$ cat config.mk
export PLATFORM = sky130hd
export DESIGN_NAME = trivium_out_fifo_flat
export DESIGN_NICKNAME = d
export VERILOG_FILES = /design/src/rtl/trivium_out_fifo_if.sv /design/src/rtl/trivium_out_fifo.sv /design/src/flat_wrapper.sv
export SDC_FILE = /design/constraint.sdc
export NUM_CORES = 2
export LEC_CHECK = 0
export BUFFER_PORTS_ARGS = -buffer_cell sky130_fd_sc_hd__clkbuf_2
export CELL_PAD_IN_SITES_DETAIL_PLACEMENT = 0
export CELL_PAD_IN_SITES_GLOBAL_PLACEMENT = 1
export CORE_MARGIN = 4
export CORE_UTILIZATION = 51
export CTS_BUF_LIST = sky130_fd_sc_hd__clkbuf_16
export CTS_CLUSTER_SIZE = 25
export DETAILED_ROUTE_END_ITERATION = 8
export PLACE_DENSITY_LB_ADDON = 0.1
export SLEW_MARGIN = 20
export SYNTH_ARGS = -nofsm -noshare
export SYNTH_HDL_FRONTEND = slang
export SYNTH_SLANG_ARGS = --single-unit
$ cat constraint.sdc
create_clock -name clk -period 4.3 [get_ports clk]
set_clock_uncertainty 0.15 [all_clocks]
set_input_delay 0.43 -clock clk [delete_from_list [all_inputs] [get_ports clk]]
set_output_delay 0.43 -clock clk [all_outputs]
set_load 0.02 [all_outputs]
$ cat src/rtl/trivium_out_fifo_if.sv
// Host/core-facing bus of the Trivium output FIFO.
// The master drives writes, reads and flush; the slave (the FIFO) returns data and status.
interface trivium_out_fifo_if #(
  parameter int unsigned DEPTH = 512
);
  localparam int unsigned AW = $clog2(DEPTH);

  logic          wr_en;
  logic [7:0]    wr_data;
  logic          rd_en;
  logic          clr;
  logic [7:0]    rd_data;
  logic          rd_valid;
  logic [AW:0]   count;
  logic [1:0]    fifo_cnd;
  logic          ovf;

  modport master (
    output wr_en, wr_data, rd_en, clr,
    input  rd_data, rd_valid, count, fifo_cnd, ovf
  );

  modport slave (
    input  wr_en, wr_data, rd_en, clr,
    output rd_data, rd_valid, count, fifo_cnd, ovf
  );
endinterface

$ cat src/rtl/trivium_out_fifo.sv
// Circular byte buffer behind the Trivium core: explicit fill count, sticky overflow,
// and a burst-room status code the core checks before starting each burst.
module trivium_out_fifo #(
  parameter int unsigned DEPTH = 512,
  parameter int unsigned BURST = 256
) (
  input logic              clk,
  input logic              rst,
  trivium_out_fifo_if.slave bus
);
  localparam int unsigned AW = $clog2(DEPTH);
  localparam int unsigned CW = AW + 1;

  logic [7:0]    r_mem [DEPTH];
  logic [AW-1:0] r_wp;
  logic [AW-1:0] r_rp;
  logic [CW-1:0] r_count;
  logic          r_ovf;
  logic [7:0]    r_rd_data;
  logic          r_rd_valid;

  logic          w_full;
  logic          w_empty;
  logic          w_rd_acc;
  logic          w_wr_acc;
  logic          w_drop;
  logic [CW-1:0] w_free;

  assign w_full   = (r_count == CW'(DEPTH));
  assign w_empty  = (r_count == '0);
  // A read frees a slot this cycle, so a full FIFO still takes a simultaneous write.
  assign w_rd_acc = bus.rd_en && !w_empty && !bus.clr;
  assign w_wr_acc = bus.wr_en && (!w_full || w_rd_acc) && !bus.clr;
  assign w_drop   = bus.wr_en && w_full && !w_rd_acc && !bus.clr;
  assign w_free   = CW'(DEPTH) - r_count;

  // Storage has no reset; contents are only meaningful between rp and wp.
  always_ff @(posedge clk) begin
    if (w_wr_acc) r_mem[r_wp] <= bus.wr_data;
  end

  always_ff @(posedge clk or negedge rst) begin
    if (!rst) begin
      r_wp       <= '0;
      r_rp       <= '0;
      r_count    <= '0;
      r_ovf      <= 1'b0;
      r_rd_data  <= '0;
      r_rd_valid <= 1'b0;
    end else if (bus.clr) begin
      r_wp       <= '0;
      r_rp       <= '0;
      r_count    <= '0;
      r_ovf      <= 1'b0;
      r_rd_valid <= 1'b0;
    end else begin
      if (w_wr_acc) r_wp <= r_wp + AW'(1);
      if (w_rd_acc) begin
        r_rp      <= r_rp + AW'(1);
        r_rd_data <= r_mem[r_rp];
      end
      r_rd_valid <= w_rd_acc;
      if (w_drop) r_ovf <= 1'b1;
      if (w_wr_acc && !w_rd_acc)      r_count <= r_count + CW'(1);
      else if (w_rd_acc && !w_wr_acc) r_count <= r_count - CW'(1);
    end
  end

  // Status priority: overflow, full, less than one burst of room, room for a burst.
  always_comb begin
    bus.fifo_cnd = 2'b00;
    if (r_ovf)                        bus.fifo_cnd = 2'b11;
    else if (w_full)                  bus.fifo_cnd = 2'b10;
    else if (w_free < CW'(BURST))     bus.fifo_cnd = 2'b01;
  end

  assign bus.rd_data  = r_rd_data;
  assign bus.rd_valid = r_rd_valid;
  assign bus.count    = r_count;
  assign bus.ovf      = r_ovf;
endmodule

$ cat src/flat_wrapper.sv
// flat-port wrapper written by rule: the top's interface ports become plain ports
module trivium_out_fifo_flat 
#(
  parameter int unsigned DEPTH = 512,
  parameter int unsigned BURST = 256
)
  (clk, rst, bus_wr_en, bus_wr_data, bus_rd_en, bus_clr, bus_rd_data, bus_rd_valid, bus_count, bus_fifo_cnd, bus_ovf);
  trivium_out_fifo_if #(.DEPTH(DEPTH)) bus_i ();
  input logic clk;
  input logic rst;
  input wire logic [$bits(bus_i.wr_en)-1:0] bus_wr_en;
  input wire logic [$bits(bus_i.wr_data)-1:0] bus_wr_data;
  input wire logic [$bits(bus_i.rd_en)-1:0] bus_rd_en;
  input wire logic [$bits(bus_i.clr)-1:0] bus_clr;
  output wire logic [$bits(bus_i.rd_data)-1:0] bus_rd_data;
  output wire logic [$bits(bus_i.rd_valid)-1:0] bus_rd_valid;
  output wire logic [$bits(bus_i.count)-1:0] bus_count;
  output wire logic [$bits(bus_i.fifo_cnd)-1:0] bus_fifo_cnd;
  output wire logic [$bits(bus_i.ovf)-1:0] bus_ovf;
  assign bus_i.wr_en = bus_wr_en;
  assign bus_i.wr_data = bus_wr_data;
  assign bus_i.rd_en = bus_rd_en;
  assign bus_i.clr = bus_clr;
  assign bus_rd_data = bus_i.rd_data;
  assign bus_rd_valid = bus_i.rd_valid;
  assign bus_count = bus_i.count;
  assign bus_fifo_cnd = bus_i.fifo_cnd;
  assign bus_ovf = bus_i.ovf;
  trivium_out_fifo #(.DEPTH(DEPTH), .BURST(BURST)) u_core (.clk(clk), .rst(rst), .bus(bus_i));
endmodule
==> flow_summary.rst <==
.. list-table::
   :header-rows: 1

   * - Metric
     - Value
   * - Transition time at the pin with the least slew margin
     - 1.16 ns
   * - Most numerous cell on the critical path
     - sky130_fd_sc_hd__nor4_1
   * - Met2 capacity usage during global routing
     - 44.3%
   * - Final worst setup slack
     - -0.0170 ns
   * - Number of nets at the end of the flow
     - 8333
   * - Async set-reset flop share out of synthesis
     - 0.919%
   * - Number of enable-type register cells in the synthesized netlist
     - 4096
   * - Leakage Power
     - 57.4 nW
   * - Crit path buf inv count
     - 3
   * - Maximum number of pins on one net before global-route repair
     - 141
   * - Layout cells sized above 1
     - 23.7%
   * - Number of setup violations in the final report
     - 1
   * - Critical path endpoint category
     - flop
   * - Fin crit period
     - 4.32 ns
   * - Max Freq
     - 0.232 GHz
   * - Aggregate global-route resource usage
     - 29.1%
   * - Most frequent cells in the layout
     - sky130_fd_sc_hd__edfxtp_1 (4096), sky130_fd_sc_hd__mux4_2 (824), sky130_fd_sc_hd__nor2_1 (631), sky130_fd_sc_hd__mux2i_1 (476), sky130_fd_sc_hd__clkbuf_16 (427)
   * - I/O pin total
     - 35
   * - Hold Crit Class
     - in2async
   * - Most frequent standard cell in the layout excluding fill and tap cells
     - sky130_fd_sc_hd__edfxtp_1
   * - Cell class contributing the biggest share of worst-path delay
     - simple AND/OR/NAND/NOR gates
   * - Antenna violations before repair
     - 32
   * - CTS buffer count
     - 420
   * - Die Height
     - 573 µm
   * - X dimension of the die
     - 573 µm
   * - Row count
     - 207
   * - Total setup buffers inserted after CTS
     - 0
   * - Primary flip-flop cell chosen by synthesis mapping
     - sky130_fd_sc_hd__edfxtp_1
   * - Critical Path Slowest Stage Cell
     - sky130_fd_sc_hd__dfrtp_4
   * - Gp weighted congestion
     - 0.866
   * - Remaining max-slew budget at the tightest pin
     - 22.3%
   * - Power dissipated by switching net loads
     - 23.9 mW
   * - Clock Tree Root
     - sky130_fd_sc_hd__clkbuf_16
   * - Met1 track utilization from global routing
     - 42.7%
   * - Portion of the post-synthesis area used by sequential elements
     - 76.2%
   * - Filler cells
     - 23300
   * - Detailed-route vias per instance
     - 6.53
   * - Die ar.
     - 328000 µm²
   * - #FFs+latches synth
     - 4134
   * - Required time at the worst-slack endpoint
     - 5.00 ns
   * - First-pass detailed-route iteration total
     - 6
   * - Detailed router's first-iteration violation count
     - 11000
   * - Period Utilization, post-route
     - 100%
   * - CTS tree
     - built
   * - CORE AREA
     - 318000 µm²
   * - Clock tree buffer depth
     - 4
   * - Violations in the final reports
     - setup timing
   * - Outcome
     - finished with violations
   * - Util after Layout
     - 57.9%
   * - Clock tree sinks
     - 4134
   * - Post-Syn Instances
     - 7823
   * - Maximum ir drop on the vdd rail
     - 0.000351 V
   * - Max-slew violations
     - 0
   * - Worst setup timing slack at the placement stage
     - -0.173 ns
   * - Clock latency of the later-clocked register in the worst-skew pair
     - 0.98 ns
   * - Design internal power
     - 71.8 mW
   * - Yosys warns
     - 0
   * - Number of nets in the synthesized netlist
     - 7850
   * - Total number of vias
     - 83900
   * - Critical path cell sequence
     - inv_6, buf_12, nand2_1, nor2_1, nor4_1, a21oi_1, a211oi_1, nor4_1, buf_4, o31ai_1
   * - Global-route wire length before repair
     - 671000 µm
   * - Remaining global-route overflow
     - 0
   * - Count of endpoints failing hold in the final timing report
     - 0
   * - Area growth syn-to-layout
     - 13.0%
   * - Comb power frac
     - 15.9%
   * - Post-synthesis instance area
     - 163000 µm²
   * - Worst EP arrival
     - 5.02 ns
   * - Number of unique standard cell types used by synthesis
     - 88
   * - Met3 capacity usage during global routing
     - 5.91%
   * - Area taken by flip-flops and latches
     - 124000 µm²
   * - Highest cell delay on the worst timing path
     - 0.84 ns
   * - DRC violations left
     - 0
   * - Final ANT Viol Nets
     - 0
   * - Vias in the first global route
     - 82600
   * - Area occupied by multi-input gates
     - 35400 µm²
   * - Kind of launch point of the worst setup path
     - flop
   * - Post-Synthesis Mean Instance Area
     - 20.8 µm²
   * - Initial core utilization
     - 51.2%
   * - Fraction of power spent switching nets
     - 25.0%
   * - Routed Wire Length
     - 482000 µm
   * - Crit path launch
     - u_core.r_rp[3]
   * - Detailed placement HPWL
     - 306000 µm
   * - Maximum Capacitance Violations
     - 0
   * - RSZ-0062 raised after global routing
     - false
   * - Count of buffers inserted at the top-level ports
     - 34
   * - Type of the setup path with the least slack
     - reg2reg
   * - Power share of the sequential group
     - 46.6%
   * - Maximum fanout along the worst path
     - 22
   * - Fraction of power consumed by the clock network
     - 37.5%
   * - R2R Path Start
     - u_core.r_rp[3]
   * - Worst-path clk slew
     - 0.06 ns
   * - Global-route layer with the greatest usage
     - met2
   * - Routed length per placed instance
     - 37.5 µm
   * - H-tree depth reported by CTS
     - 5
   * - Power per cell area
     - 520 nW/µm²
==> stage by stage <==
step	instances	power, mW	setup TNS (ns)	hold slack, ns	cell area (µm²)
finish	12900	95.7	-0.0170	0.106	184000
global route	12800	98.7	0	0.0926	184000
CTS	12800	96.2	0	0.0492	184000
detailed placement	12000	60.8	-0.173	0.245	170000
global placement	12000	60.7	-0.178	0.241	170000
floorplan	7823	55.6	0	-0.0156	163000
==> cell type report <==
| cell class | instances | share of cell area, % |
|---|---|---|
| Inverter | 13 | 0.0347 |
| Clock buffer | 427 | 5.81 |
| Antenna cell | 19 | 0.0259 |
| Multi-Input combinational cell | 3182 | 19.2 |
| Clock inverter | 348 | 1.52 |
| Sequential cell | 4134 | 67.4 |
| Timing Repair Buffer | 555 | 3.10 |
| Tap cell | 4180 | 2.84 |
==> synth_stat cells, types with 9 or more instances <==
| cell type | n | share of area [%] |
|---|---|---|
| sky130_fd_sc_hd__o22ai_1 | 60 | 0.23 |
| sky130_fd_sc_hd__a311oi_1 | 14 | 0.075 |
| sky130_fd_sc_hd__or3_1 | 10 | 0.038 |
| sky130_fd_sc_hd__a22o_1 | 14 | 0.075 |
| sky130_fd_sc_hd__clkbuf_1 | 189 | 0.44 |
| sky130_fd_sc_hd__mux2i_1 | 476 | 2.9 |
| sky130_fd_sc_hd__a221o_1 | 12 | 0.074 |
| sky130_fd_sc_hd__o221ai_1 | 92 | 0.50 |
| sky130_fd_sc_hd__o31ai_1 | 12 | 0.055 |
| sky130_fd_sc_hd__clkbuf_4 | 10 | 0.046 |
| sky130_fd_sc_hd__nand4_1 | 12 | 0.046 |
| sky130_fd_sc_hd__a31oi_1 | 30 | 0.12 |
| sky130_fd_sc_hd__a221oi_1 | 83 | 0.45 |
| sky130_fd_sc_hd__edfxtp_1 | 4096 | 76 |
| sky130_fd_sc_hd__buf_1 | 16 | 0.037 |
| sky130_fd_sc_hd__o21ai_0 | 74 | 0.23 |
| sky130_fd_sc_hd__o211ai_1 | 14 | 0.065 |
| sky130_fd_sc_hd__nand2_1 | 177 | 0.41 |
| sky130_fd_sc_hd__nand2b_1 | 13 | 0.050 |
| sky130_fd_sc_hd__a21oi_1 | 143 | 0.44 |
| sky130_fd_sc_hd__buf_2 | 111 | 0.34 |
| sky130_fd_sc_hd__nor3_1 | 40 | 0.12 |
| sky130_fd_sc_hd__mux4_1 | 63 | 1.0 |
| sky130_fd_sc_hd__buf_12 | 16 | 0.20 |
| sky130_fd_sc_hd__and2_1 | 9 | 0.035 |
| sky130_fd_sc_hd__mux4_2 | 824 | 11 |
| sky130_fd_sc_hd__mux2_2 | 17 | 0.12 |
| sky130_fd_sc_hd__a211oi_1 | 21 | 0.097 |
| sky130_fd_sc_hd__ha_1 | 13 | 0.10 |
| sky130_fd_sc_hd__buf_4 | 17 | 0.078 |
| sky130_fd_sc_hd__nor2_1 | 642 | 1.5 |
| sky130_fd_sc_hd__xnor2_1 | 13 | 0.070 |
| sky130_fd_sc_hd__dfrtp_1 | 38 | 0.58 |
| sky130_fd_sc_hd__buf_8 | 47 | 0.43 |
| sky130_fd_sc_hd__nor4_1 | 17 | 0.065 |
| sky130_fd_sc_hd__inv_1 | 11 | 0.025 |
| sky130_fd_sc_hd__a21o_1 | 9 | 0.042 |
| sky130_fd_sc_hd__buf_6 | 72 | 0.50 |
| sky130_fd_sc_hd__nor2b_1 | 18 | 0.069 |
| sky130_fd_sc_hd__nand3_1 | 75 | 0.23 |
| sky130_fd_sc_hd__clkbuf_8 | 16 | 0.14 |
| sky130_fd_sc_hd__a22oi_1 | 81 | 0.37 |
==> final timing paths <==
check,cells after the start,endpoint,slack (ns)
max,10,u_core.bus.rd_data[6],-0.02
min,3,u_core.bus.rd_data[2],0.11
max reg2reg,10,u_core.bus.rd_data[6],-0.02
min reg2reg,2,u_core.bus.rd_data[2],0.43
max in group asynchronous,3,u_core.bus.ovf,3.09
min in group clk,2,u_core.bus.rd_data[2],0.43
==> cells by family (layout without fill, tap and decap cells) <==
kind of cell             count (synthesis)  count (layout)  synth area share [%]
flip-flops                            4134            4134                  76.2
buffers and inverters                  507            1343                  2.23
multiplexers                          1380            1380                  15.5
adder cells (fa/ha/maj)                 14              14                 0.112
other                                    0              19                     0
XOR/XNOR                                21              21                 0.113
AND/OR/NAND/NOR                       1040            1040                  2.67
AO/OA/AOI/OAI                          727             727                  3.20
==> power by group through the flow <==
stage               registers (mW)  clock network, mW  logic [mW]
floorplan                     45.4                  0        10.2
global placement              45.4                  0        15.3
detailed placement            45.5                  0        15.3
CTS                           44.6               36.3        15.4
global route                  44.6               38.1        16.0
finish                        44.6               35.8        15.2
==> timing repair <==
| item | in CTS | in global routing |
|---|---|---|
| pin swaps | 0 | 0 |
| hold buffers | 16 | 0 |
| hold endpoints to repair | 710 | 0 |
| gates cloned | 0 | 0 |
| resized for setup | 3 | 4 |
| endpoints found under the setup margin | 3 | 3 |
==> routing by layer <==
layer,wire length [µm],vias up,part of all wire [%]
li1,-,33700,-
met1,198000,45200,41
met2,222000,4248,46
met3,44400,772,9.2
met4,17400,12,3.6
met5,84,-,0.017
==> worst register-to-register path, stage by stage (launching register included) <==
cell and delay (ns):
sky130_fd_sc_hd__dfrtp_4 0.84, sky130_fd_sc_hd__inv_6 0.34, sky130_fd_sc_hd__buf_12 0.28, sky130_fd_sc_hd__nand2_1 0.43
sky130_fd_sc_hd__nor2_1 0.15, sky130_fd_sc_hd__nor4_1 0.55, sky130_fd_sc_hd__a21oi_1 0.22, sky130_fd_sc_hd__a211oi_1 0.72
sky130_fd_sc_hd__nor4_1 0.13, sky130_fd_sc_hd__buf_4 0.18, sky130_fd_sc_hd__o31ai_1 0.21
==> state kept, by name (all words and copies together) (netlist names) <==
| signal | flops |
|---|---|
| u_core.bus.count | 10 |
| u_core.r_mem | 4096 |
| u_core.r_rp | 9 |
| u_core.bus.ovf | 1 |
| u_core.bus.rd_valid | 1 |
| u_core.bus.rd_data | 8 |
| u_core.r_wp | 9 |
No activity file was read; power rests on OpenSTA's default activity.
